File: src/rtl/pipelined_rca_if.sv
// rtl/pipelined_rca_if.sv - Operand/result handshake bundle for pipelined_rca
interface pipelined_rca_if #(
    parameter int WIDTH = 16
);
    logic             in_valid;
    logic             in_ready;
    logic [WIDTH-1:0] a;
    logic [WIDTH-1:0] b;
    logic             c_in;
    logic             sub;
    logic             out_valid;
    logic             out_ready;
    logic [WIDTH-1:0] sum;
    logic             c_out;
    logic             last_bit_ci;
    logic             overflow;
    logic             zero;

    modport master (
        output in_valid, a, b, c_in, sub, out_ready,
        input  in_ready, out_valid, sum, c_out, last_bit_ci, overflow, zero
    );

    modport slave (
        input  in_valid, a, b, c_in, sub, out_ready,
        output in_ready, out_valid, sum, c_out, last_bit_ci, overflow, zero
    );
endinterface

File: src/rtl/pipelined_rca.sv
// rtl/pipelined_rca.sv - Pipelined ripple-carry add/subtract, one CHUNK-bit slice per stage
module pipelined_rca #(
    parameter int WIDTH = 16,
    parameter int CHUNK = 4
) (
    input  logic           clock,
    input  logic           reset,
    pipelined_rca_if.slave bus
);
    localparam int S = WIDTH / CHUNK;

    logic             adv;
    logic [WIDTH-1:0] b_eff;
    logic             ci_eff;

    logic [WIDTH-1:0] q_a     [S];
    logic [WIDTH-1:0] q_b     [S];
    logic [WIDTH-1:0] q_sum   [S];
    logic             q_carry [S];
    logic             q_valid [S];

    logic [WIDTH-1:0] d_sum   [S];
    logic             d_carry [S];
    logic [CHUNK:0]   slice;

    logic [WIDTH-1:0] last_sum;
    logic             last_co;
    logic             last_ci;

    assign adv          = !bus.out_valid || bus.out_ready;
    assign bus.in_ready = adv;
    assign b_eff        = bus.sub ? ~bus.b : bus.b;
    assign ci_eff       = bus.c_in ^ bus.sub;

    // Each stage adds only its own slice; lower slices ride along already summed.
    always_comb begin
        slice = {1'b0, bus.a[CHUNK-1:0]} + {1'b0, b_eff[CHUNK-1:0]} + {{CHUNK{1'b0}}, ci_eff};
        d_sum[0]              = '0;
        d_sum[0][CHUNK-1:0]   = slice[CHUNK-1:0];
        d_carry[0]            = slice[CHUNK];
        for (int k = 1; k < S; k++) begin
            slice = {1'b0, q_a[k-1][k*CHUNK +: CHUNK]} + {1'b0, q_b[k-1][k*CHUNK +: CHUNK]}
                  + {{CHUNK{1'b0}}, q_carry[k-1]};
            d_sum[k]                   = q_sum[k-1];
            d_sum[k][k*CHUNK +: CHUNK] = slice[CHUNK-1:0];
            d_carry[k]                 = slice[CHUNK];
        end
    end

    always_ff @(posedge clock) begin
        if (reset) begin
            for (int k = 0; k < S; k++) begin
                q_valid[k] <= 1'b0;
            end
        end else if (adv) begin
            q_valid[0] <= bus.in_valid;
            q_a[0]     <= bus.a;
            q_b[0]     <= b_eff;
            q_sum[0]   <= d_sum[0];
            q_carry[0] <= d_carry[0];
            for (int k = 1; k < S; k++) begin
                q_valid[k] <= q_valid[k-1];
                q_a[k]     <= q_a[k-1];
                q_b[k]     <= q_b[k-1];
                q_sum[k]   <= d_sum[k];
                q_carry[k] <= d_carry[k];
            end
        end
    end

    // Carry into the MSB recovered from the MSB's own sum and operand bits.
    assign last_sum = q_sum[S-1];
    assign last_co  = q_carry[S-1];
    assign last_ci  = last_sum[WIDTH-1] ^ q_a[S-1][WIDTH-1] ^ q_b[S-1][WIDTH-1];

    always_ff @(posedge clock) begin
        if (reset) begin
            bus.out_valid   <= 1'b0;
            bus.sum         <= '0;
            bus.c_out       <= 1'b0;
            bus.last_bit_ci <= 1'b0;
            bus.overflow    <= 1'b0;
            bus.zero        <= 1'b1;
        end else if (adv) begin
            bus.out_valid <= q_valid[S-1];
            if (q_valid[S-1]) begin
                bus.sum         <= last_sum;
                bus.c_out       <= last_co;
                bus.last_bit_ci <= last_ci;
                bus.overflow    <= last_co ^ last_ci;
                bus.zero        <= (last_sum == '0);
            end
        end
    end
endmodule

File: src/flat_wrapper.sv
// flat-port wrapper written by rule: the top's interface ports become plain ports
module pipelined_rca_flat 
#(
    parameter int WIDTH = 16,
    parameter int CHUNK = 4
)
  (clock, reset, bus_in_valid, bus_a, bus_b, bus_c_in, bus_sub, bus_out_ready, bus_in_ready, bus_out_valid, bus_sum, bus_c_out, bus_last_bit_ci, bus_overflow, bus_zero);
  pipelined_rca_if #(.WIDTH(WIDTH)) bus_i ();
  input  logic clock;
  input  logic reset;
  input wire logic [$bits(bus_i.in_valid)-1:0] bus_in_valid;
  input wire logic [$bits(bus_i.a)-1:0] bus_a;
  input wire logic [$bits(bus_i.b)-1:0] bus_b;
  input wire logic [$bits(bus_i.c_in)-1:0] bus_c_in;
  input wire logic [$bits(bus_i.sub)-1:0] bus_sub;
  input wire logic [$bits(bus_i.out_ready)-1:0] bus_out_ready;
  output wire logic [$bits(bus_i.in_ready)-1:0] bus_in_ready;
  output wire logic [$bits(bus_i.out_valid)-1:0] bus_out_valid;
  output wire logic [$bits(bus_i.sum)-1:0] bus_sum;
  output wire logic [$bits(bus_i.c_out)-1:0] bus_c_out;
  output wire logic [$bits(bus_i.last_bit_ci)-1:0] bus_last_bit_ci;
  output wire logic [$bits(bus_i.overflow)-1:0] bus_overflow;
  output wire logic [$bits(bus_i.zero)-1:0] bus_zero;
  assign bus_i.in_valid = bus_in_valid;
  assign bus_i.a = bus_a;
  assign bus_i.b = bus_b;
  assign bus_i.c_in = bus_c_in;
  assign bus_i.sub = bus_sub;
  assign bus_i.out_ready = bus_out_ready;
  assign bus_in_ready = bus_i.in_ready;
  assign bus_out_valid = bus_i.out_valid;
  assign bus_sum = bus_i.sum;
  assign bus_c_out = bus_i.c_out;
  assign bus_last_bit_ci = bus_i.last_bit_ci;
  assign bus_overflow = bus_i.overflow;
  assign bus_zero = bus_i.zero;
  pipelined_rca #(.WIDTH(WIDTH), .CHUNK(CHUNK)) u_core (.clock(clock), .reset(reset), .bus(bus_i));
endmodule
File: config.mk
export PLATFORM = sky130hd
export DESIGN_NAME = pipelined_rca_flat
export DESIGN_NICKNAME = d
export VERILOG_FILES = /design/src/rtl/pipelined_rca_if.sv /design/src/rtl/pipelined_rca.sv /design/src/flat_wrapper.sv
export SDC_FILE = /design/constraint.sdc
export NUM_CORES = 1
export LEC_CHECK = 0
export CAP_MARGIN = 40
export CORE_MARGIN = 4
export CORE_UTILIZATION = 41
export CTS_CLUSTER_DIAMETER = 50
export DETAILED_ROUTE_END_ITERATION = 10
export DONT_BUFFER_PORTS = 1
export GPL_ROUTABILITY_DRIVEN = 0
export MAX_ROUTING_LAYER = met4
export SLEW_MARGIN = 10
export SYNTH_ARGS = -nofsm -noshare
export SYNTH_HDL_FRONTEND = slang
export SYNTH_SLANG_ARGS = --single-unit
File: constraint.sdc
create_clock -name clock -period 14.5 [get_ports clock]
set_input_delay 3.625 -clock clock [delete_from_list [all_inputs] [get_ports clock]]
set_output_delay 3.625 -clock clock [all_outputs]
set_load 0.05 [all_outputs]
==> reports/results.tsv, run 1 <==
metric	value	unit
fp.dieW	113.0	µm
fmax	131.0	MHz
synth_cell_types	26	
synth_cells	288	
grt_pass1_wl	10340	µm
powerDensity	167.1	nW/µm²
cts-htree-levels	4	
holdCritPathClass	flip-flop to flip-flop	
max_slew_margin	53.72	%
tightest_slew	0.6925	ns
period_share	52.64	%
syn-cell-area	4517	µm²
num_antenna_cells	0	
slew_viol_final	0	
path_buf_inv	1	
gr-usage-all-layers	11.02	%
dr.pass1.iters	4	
post-route-util	49.18	%
routedWlPerCell	13.80	µm
synth_compound_gate_area_share	4.321	%
drive_above_1_share	12.38	%
grt.overflow.total	0	
synth_simple_gate_area_share	6.233	%
cts.sinks	119	
grt_setup_unrepaired	false	
final_hold_viol_count	0	
synthesis.nets	346	
viasPerCell	4.589	
cts_tree	done	
crit_slowest_cell	nor2b_4	
end_kind	primary output	
clk_latency	0.50	ns
synthAdderAreaFrac	6.870	%
synth_warnings	0	
synth_mux_area_share	0	%
ir_drop	0.00007237	V
cts_hold_buf	0	
critPathRequiredTime	10.88	ns
vias	2088	
start_kind	input port	
antenna_found_initial	0	
dp_hpwl	4134	µm
numCtsBuffers	17	
grt_pass1_vias	2155	
final_common_cell	edfxtp_1	
skew	0.008898	ns
area_growth	17.51	%
fp.dieArea	12760	µm²
crit_path_max_fanout	6	
synth_top_family_by_area	adder cells	
cp_top_family	simple AND/OR/NAND/NOR gates	
final_cell_mix	edfxtp_1 (98), nand2_1 (33), a21oi_1 (21), dfxtp_1 (21), inv_1 (20)	
clock_path_buffers	2	
cts_resized	0	
worstHoldPathCells	0	
initial_core_util	41.85	%
drtAntennaViolNets	0	
post_cts_buffers	0	
r2r_cells	5	
rows	38	
min_period	7.632	ns
root_buffer	clkbuf_8	
io_pins	60	
critPathMaxStageDelay	0.21	ns
dr.first_iter.drc_count	125	
yosys_register_bits	119	
syn_area_per_cell	15.68	µm²
whs	0.4128	ns
crit_type	input port to primary output	
grt_max_degree	64	
fin_nets	360	
crit_arrival	4.01	ns
leakagePower	1.949	nW
status	completed	
port_buffers	0	
drc	0	
die_h	113.0	µm
setup_viol	0	
core_region_area	10790	µm²
wl	6279	µm
path_depth	2	
synth_xor_area_share	5.429	%
fin_tns_setup	0	ns
clkTransAtPathRegs	0.06	ns
path_cells	nor2b_4, inv_2	
cap_violations	0	
ys_seq_area_share	74.46	%
-- sequential cells by signal, summed over array words and instances (netlist names) --
register / count
u_core.q_sum: 40
u_core.q_carry: 4
u_core.bus.last_bit_ci: 1
u_core.q_b: 25
u_core.bus.overflow: 1
u_core.bus.c_out: 1
u_core.bus.zero: 1
u_core.bus.sum: 16
u_core.bus.out_valid: 1
u_core.q_a: 25
u_core.q_valid: 4
-- layout make-up --
class / count / area [µm²]
clock buffers: 17 / 414.1
clock inverters: 15 / 201.4
fillers: 909 / 5485
inverters: 21 / 78.83
multi-input cells: 141 / 1040
flip-flops and latches: 119 / 3363
well taps: 140 / 175.2
repair buffers: 2 / 35.03
-- power breakdown --
part           switching (W)  internal, W
Clock               0.000147     0.000279
Sequential         0.0000142     0.000404
Combinational      0.0000229    0.0000190
Total               0.000184     0.000703
-- cells by family (layout without fill, tap and decap cells) --
logic type / Yosys count / after routing
flip-flops: 119 / 119
AO/OA/AOI/OAI: 34 / 34
adder cells (fa/ha/maj): 20 / 20
AND/OR/NAND/NOR: 59 / 59
buffers and inverters: 28 / 55
XOR/XNOR: 28 / 28
-- metal layers --
metal / global-route usage [%] / vias up / wire length (µm)
li1: - / 1039 / -
met1: 13.26 / 968 / 2886
met2: 15.72 / 69 / 2853
met3: 4.492 / 12 / 415
met4: 6.250 / 0 / 123
met5: - / - / 0
-- through the flow --
stage | setup WS, ns | cells | cell area (µm²) | power, W
final | 6.868 | 455 | 5308 | 0.0008871
after global routing | 6.852 | 455 | 5308 | 0.0009227
after CTS | 6.862 | 455 | 5308 | 0.0008991
after detailed placement | 6.861 | 423 | 4692 | 0.0004691
after global placement | 6.883 | 422 | 4664 | 0.0004655
after floorplan | 6.264 | 288 | 4517 | 0.0004591
-- synth_stat cells --
master,instances,area [µm²]
edfxtp_1,98,2943
nand2_1,33,123.9
a21oi_1,21,105.1
dfxtp_1,21,420.4
inv_1,20,75.07
xor2_1,18,157.7
ha_1,12,150.1
xnor2_1,10,87.58
fa_1,8,160.2
a21o_1,6,45.04
nor2_1,6,22.52
o21ai_0,5,25.02
and2_1,4,25.02
buf_4,4,30.03
nand2b_1,4,25.02
nor2b_1,4,25.02
nor4_1,3,18.77
clkbuf_1,2,7.510
nor3_1,2,10.01
a211oi_2,1,12.51
buf_2,1,5.000
inv_2,1,3.750
nand4_1,1,6.260
nor2_4,1,11.26
nor2b_4,1,13.76
o31ai_1,1,7.510
-- final timing paths --
kind                                      startpoint                     end  slack (ns)
worst max-delay path                   bus_out_ready            bus_in_ready        6.87
worst min-delay path              u_core.q_sum[2][8]      u_core.q_sum[3][8]        0.41
worst max register to register  u_core.bus.out_valid  u_core.bus.last_bit_ci       12.35
worst min register to register    u_core.q_sum[2][8]      u_core.q_sum[3][8]        0.41
Note: power is estimated with default switching activity, not from simulation.
==> run 2, diff against run 1 <==
==> constraint.sdc (replaced) <==
create_clock -name clock -period 7.05 [get_ports clock]
set_input_delay 1.7625 -clock clock [delete_from_list [all_inputs] [get_ports clock]]
set_output_delay 1.7625 -clock clock [all_outputs]
set_load 0.05 [all_outputs]
==> run 2 against run 1 <==
  * Cell count decreased by 0.22%
  * Non-clock buffer count is 1 lower
  * Worst hold slack got worse by 0.0047 ns
  * Utilization decreased by 1.0 points
  * Critical path depth unchanged
  * Count of clock-buffer cells in the layout up 2
  * Sequential power rose by 110%
  * Critical endpoint unchanged
  * Highest routed layer unchanged
==> reports/results.tsv, run 2 (synthesis gave the netlist of run 1 again) <==
metric	value	unit	change
status	completed		
cts.sinks	119		unchanged
tightest_slew	0.8787	ns	+0.1863 ns
crit_arrival	2.17	ns	-1.84 ns
holdCritStartpoint	u_core.q_sum[2][5]		
end_kind	primary output		
top_register	u_core.q_sum		
powerDensity	330.6	nW/µm²	+98%
grt_use_met2	15.32	%	-0.39 points
initial_core_util	41.85	%	unchanged
p_sw_share	20.77	%	about the same
setup_ws	3.116	ns	-3.752 ns
io_pins	60		unchanged
cp_top_family	simple AND/OR/NAND/NOR gates		
top_regs	u_core.q_sum x40, u_core.q_a x25, u_core.q_b x25		
grt_pass1_wl	10520	µm	+1.8%
fin_nets	359		-0.28%
viasPerCell	4.674		+1.9%
slew_viol_final	0		unchanged
dr.first_iter.drc_count	135		+8.0%
ir_drop	0.0002217	V	+210%
whs	0.4081	ns	-0.004655 ns
start_kind	input port		
cts-htree-levels	4		unchanged
clock_path_buffers	2		unchanged
fp.dieArea	12760	µm²	unchanged
cts_tree	done		
num_antenna_cells	0		unchanged
crit_path_max_fanout	6		unchanged
crit_type	input port to primary output		
drive_above_1_share	9.236	%	-3.1 points
area_growth	15.10	%	
root_buffer	clkbuf_8		
rows	38		unchanged
vias	2122		+1.6%
die_h	113.0	µm	unchanged
largest_reg_flops	40		unchanged
skew	0.01028	ns	+0.001380 ns
met3_usage	4.385	%	-0.11 points
grt_setup_unrepaired	false		
leakagePower	1.899	nW	-2.5%
final_common_cell	edfxtp_1		
routedWlPerCell	13.86	µm	+0.43%
grt_pass1_vias	2205		+2.3%
path_buf_inv	1		unchanged
final_hold_viol_count	0		unchanged
dr.pass1.iters	4		unchanged
combPwrFrac	4.9	%	+0.2 points
numCtsBuffers	17		unchanged
final_cell_mix	edfxtp_1 (98), nand2_1 (33), a21oi_1 (21), dfxtp_1 (21), inv_1 (20)		
dpl_worst_slack	3.131	ns	-3.730 ns
power	0.001718	W	+94%
period_share	55.81	%	
clk_latency	0.50	ns	about the same
grt.overflow.total	0		unchanged
holdCritPathClass	flip-flop to flip-flop		
critPathRequiredTime	5.29	ns	-5.59 ns
wl	6292	µm	+0.21%
setup_viol	0		unchanged
cts_resized	0		unchanged
gr-usage-all-layers	11.03	%	about the same
dp_hpwl	4013	µm	-2.9%
busiest_layer	met2		
antenna_found_initial	0		unchanged
reg2reg_from	u_core.bus.out_valid		
fp.dieW	113.0	µm	unchanged
fillers	917		+0.88%
rrSetupSlack	4.60	ns	-7.75 ns
port_buffers	0		unchanged
pwr-share-clk	44.9	%	-3.2 points
fmax	254.2	MHz	
crit_slowest_cell	nor2b_4		
grt_util_met1	13.74	%	+0.49 points
path_cells	nor2b_4, inv_2		
drtAntennaViolNets	0		unchanged
drc	0		unchanged
critPathMaxStageDelay	0.22	ns	about the same
clkTransAtPathRegs	0.06	ns	about the same
grt_max_degree	76		+19%
max_slew_margin	41.42	%	-12 points
core_region_area	10790	µm²	unchanged
crit_path_start	bus_out_ready		
post_cts_buffers	0		unchanged
min_period	3.934	ns	
cts_hold_buf	0		unchanged
pwr-share-seq	50.2	%	+3.0 points
fin_tns_setup	0	ns	unchanged
p_switching	0.0003569	W	+94%
p_int	0.001362	W	+94%
cap_violations	0		unchanged
post-route-util	48.17	%	-1.0 points
run 2: layout make-up:
class	instances	area (µm²)	area share [%]
sequential	119	3363	64.69
inverter	21	78.83	1.516
clock inverter	13	112.6	2.166
timing repair buffer	1	7.507	0.1444
tap	140	175.2	3.369
clock buffer	19	421.7	8.111
multi-input combinational	141	1040	20.00
run 2: layer usage:
layer / vias to the layer above / part of all wire [%] / wire (µm)
li1: 1038 / - / -
met1: 1001 / 47 / 2942
met2: 72 / 45 / 2801
met3: 11 / 6.6 / 417
met4: 0 / 2.1 / 131
met5: - / 0 / 0
run 2: path summary, 6_finish.rpt:
| check | end | cells after the start |
|---|---|---|
| max | bus_in_ready | 2 |
| min reg2reg | u_core.q_sum[3][5] | 0 |
| min | u_core.q_sum[3][5] | 0 |
| max reg2reg | u_core.q_sum[2][2] | 3 |
run 2: metrics by stage:
step	area [µm²]	cells
floorplan	4517	288
global placement	4664	422
detailed placement	4664	422
CTS	5199	454
global route	5199	454
finish	5199	454
run 2: power groups by stage:
stage	Combinational (W)	Clock, W	Sequential, W
after global placement	0.0000826	0	0.000875
after CTS	0.0000860	0.000786	0.000863
final	0.0000836	0.000772	0.000863
after floorplan	0.0000726	0	0.000872
after global routing	0.0000996	0.000815	0.000868
after detailed placement	0.0000849	0	0.000877
==> run 3, diff against run 2 <==
==> constraint.sdc (replaced) <==
create_clock -name clock -period 3.3 [get_ports clock]
set_input_delay 0.825 -clock clock [delete_from_list [all_inputs] [get_ports clock]]
set_output_delay 0.825 -clock clock [all_outputs]
set_load 0.05 [all_outputs]
==> run 3 against run 2 <==
  * Count of clock-buffer cells in the layout is 2 lower
  * Die area unchanged
  * Critical endpoint unchanged
  * Sequential cell count stayed put
  * Highest routed layer unchanged
  * Worst hold slack got worse by 0.026 ns
  * Sequential power rose by 110%
==> reports/results.tsv, run 3 (synthesis gave the netlist of run 1 again) <==
metric	value	unit	change
status	completed		
dr.first_iter.drc_count	146		+8.1%
core_region_area	10790	µm²	unchanged
r2r_cells	5		+2
vias	2066		-2.6%
cts_hold_buf	0		unchanged
ir_drop	0.0003860	V	+74%
dp_hpwl	4116	µm	+2.6%
met3_usage	5.294	%	+0.91 points
top_register	u_core.q_sum		
fp.dieW	113.0	µm	unchanged
fin_tns_setup	0	ns	unchanged
fmax	398.0	MHz	
die_h	113.0	µm	unchanged
busiest_layer	met2		
crit_path_max_fanout	6		unchanged
grt_util_met1	13.26	%	-0.49 points
drtAntennaViolNets	0		unchanged
viasPerCell	4.541		-2.9%
cts.sinks	119		unchanged
p_switching	0.0008396	W	+140%
cts_tree	done		
clock_path_buffers	2		unchanged
holdCritPathClass	input port to flip-flop		
pwr-share-clk	46.7	%	+1.8 points
dr.pass1.iters	4		unchanged
post-route-util	48.91	%	+0.74 points
routedWlPerCell	13.49	µm	-2.7%
skew	0.008651	ns	-0.001627 ns
clk_latency	0.50	ns	about the same
slew_viol_final	0		unchanged
pwr-share-seq	48.6	%	-1.6 points
antenna_found_initial	0		unchanged
path_cells	nor2b_4, inv_2		
numPlacedInstances	423		+0.24%
crit_type	flip-flop to primary output		
grt_pass1_wl	10290	µm	-2.2%
numCtsBuffers	17		unchanged
clkTransAtPathRegs	0.06	ns	about the same
port_buffers	0		unchanged
cts-htree-levels	4		unchanged
crit_slowest_cell	dfxtp_1		
p_int	0.002951	W	+120%
io_pins	60		unchanged
max_slew_margin	49.97	%	+8.6 points
min_period	2.513	ns	
initial_core_util	41.85	%	unchanged
leakagePower	1.931	nW	+1.7%
wl	6137	µm	-2.5%
drc	0		unchanged
root_buffer	clkbuf_8		
period_share	76.15	%	
p_sw_share	22.15	%	+1.4 points
place_area	4697	µm²	+0.70%
area_growth	16.87	%	
fin_cells	455		+0.22%
setup_viol	0		unchanged
final_common_cell	edfxtp_1		
critPathMaxStageDelay	0.63	ns	+0.41 ns
rows	38		unchanged
final_hold_viol_count	0		unchanged
fp.dieArea	12760	µm²	unchanged
critPathRequiredTime	2.47	ns	-2.82 ns
gr-usage-all-layers	10.84	%	-0.19 points
tightest_slew	0.7487	ns	-0.1301 ns
final_cell_mix	edfxtp_1 (98), nand2_1 (33), a21oi_1 (21), dfxtp_1 (21), inv_1 (20)		
cts_resized	0		unchanged
top_regs	u_core.q_sum x40, u_core.q_a x25, u_core.q_b x25		
num_antenna_cells	0		unchanged
powerDensity	718.1	nW/µm²	+120%
grt.overflow.total	0		unchanged
grt_use_met2	14.77	%	-0.55 points
post_cts_buffers	0		unchanged
grt_pass1_vias	2150		-2.5%
combPwrFrac	4.8	%	about the same
start_kind	flip-flop		
rrSetupSlack	1.18	ns	-3.42 ns
grt_max_degree	47		-38%
drive_above_1_share	12.06	%	+2.8 points
end_kind	primary output		
grt_setup_unrepaired	false		
crit_arrival	1.69	ns	-0.48 ns
fin_nets	360		+0.28%
worstHoldPathCells	1		+1
largest_reg_flops	40		unchanged
final_area	5279	µm²	+1.5%
cap_violations	0		unchanged
run 3: area by class of cell:
cell class                      count  area (µm²)
Tap cell                          140       175.2
Inverter                           21       78.83
Timing Repair Buffer                2       40.04
Fill cell                         930        5514
Sequential cell                   119        3363
Clock inverter                     15       167.7
Multi-Input combinational cell    141        1040
Clock buffer                       17       414.1
run 3: per-stage QoR:
| step | setup slack, ns | hold WS, ns | total power (W) |
|---|---|---|---|
| after floorplan | 0.6019 | 0.4003 | 0.002012 |
| after global placement | 1.023 | 0.4024 | 0.002050 |
| after detailed placement | 0.9830 | 0.4045 | 0.002059 |
| after CTS | 0.7586 | 0.3588 | 0.003836 |
| after global routing | 0.7235 | 0.3509 | 0.003952 |
| final | 0.7871 | 0.3816 | 0.003790 |
run 3: worst max-delay path: cells and delay by family (launching register included):
kind,cells,cell delay [ns]
and+or+nand+nor,1,0.37
DFF,1,0.63
buffers and inverters,1,0.18
run 3: routing by layer:
| metal | part of all wire [%] | up-vias |
|---|---|---|
| met3 | 8.0 | 7 |
| met4 | 1.6 | 0 |
| met5 | 0 | - |
| met2 | 45 | 71 |
| met1 | 46 | 946 |
| li1 | - | 1042 |
run 3: worst paths after layout:
| check | startpoint | endpoint |
|---|---|---|
| setup reg to reg | u_core.bus.out_valid | u_core.bus.last_bit_ci |
| hold reg to reg | u_core.q_sum[2][11] | u_core.q_sum[3][11] |
| setup / recovery | u_core.bus.out_valid | bus_in_ready |
| hold / removal | reset | u_core.bus.overflow |
run 3: power groups by stage:
stage / logic, W / clock network, W / registers [W]
after floorplan: 0.000156 / 0 / 0.00186
after global placement: 0.000182 / 0 / 0.00187
after detailed placement: 0.000185 / 0 / 0.00187
after CTS: 0.000185 / 0.00181 / 0.00184
after global routing: 0.000215 / 0.00188 / 0.00185
final: 0.000181 / 0.00177 / 0.00184
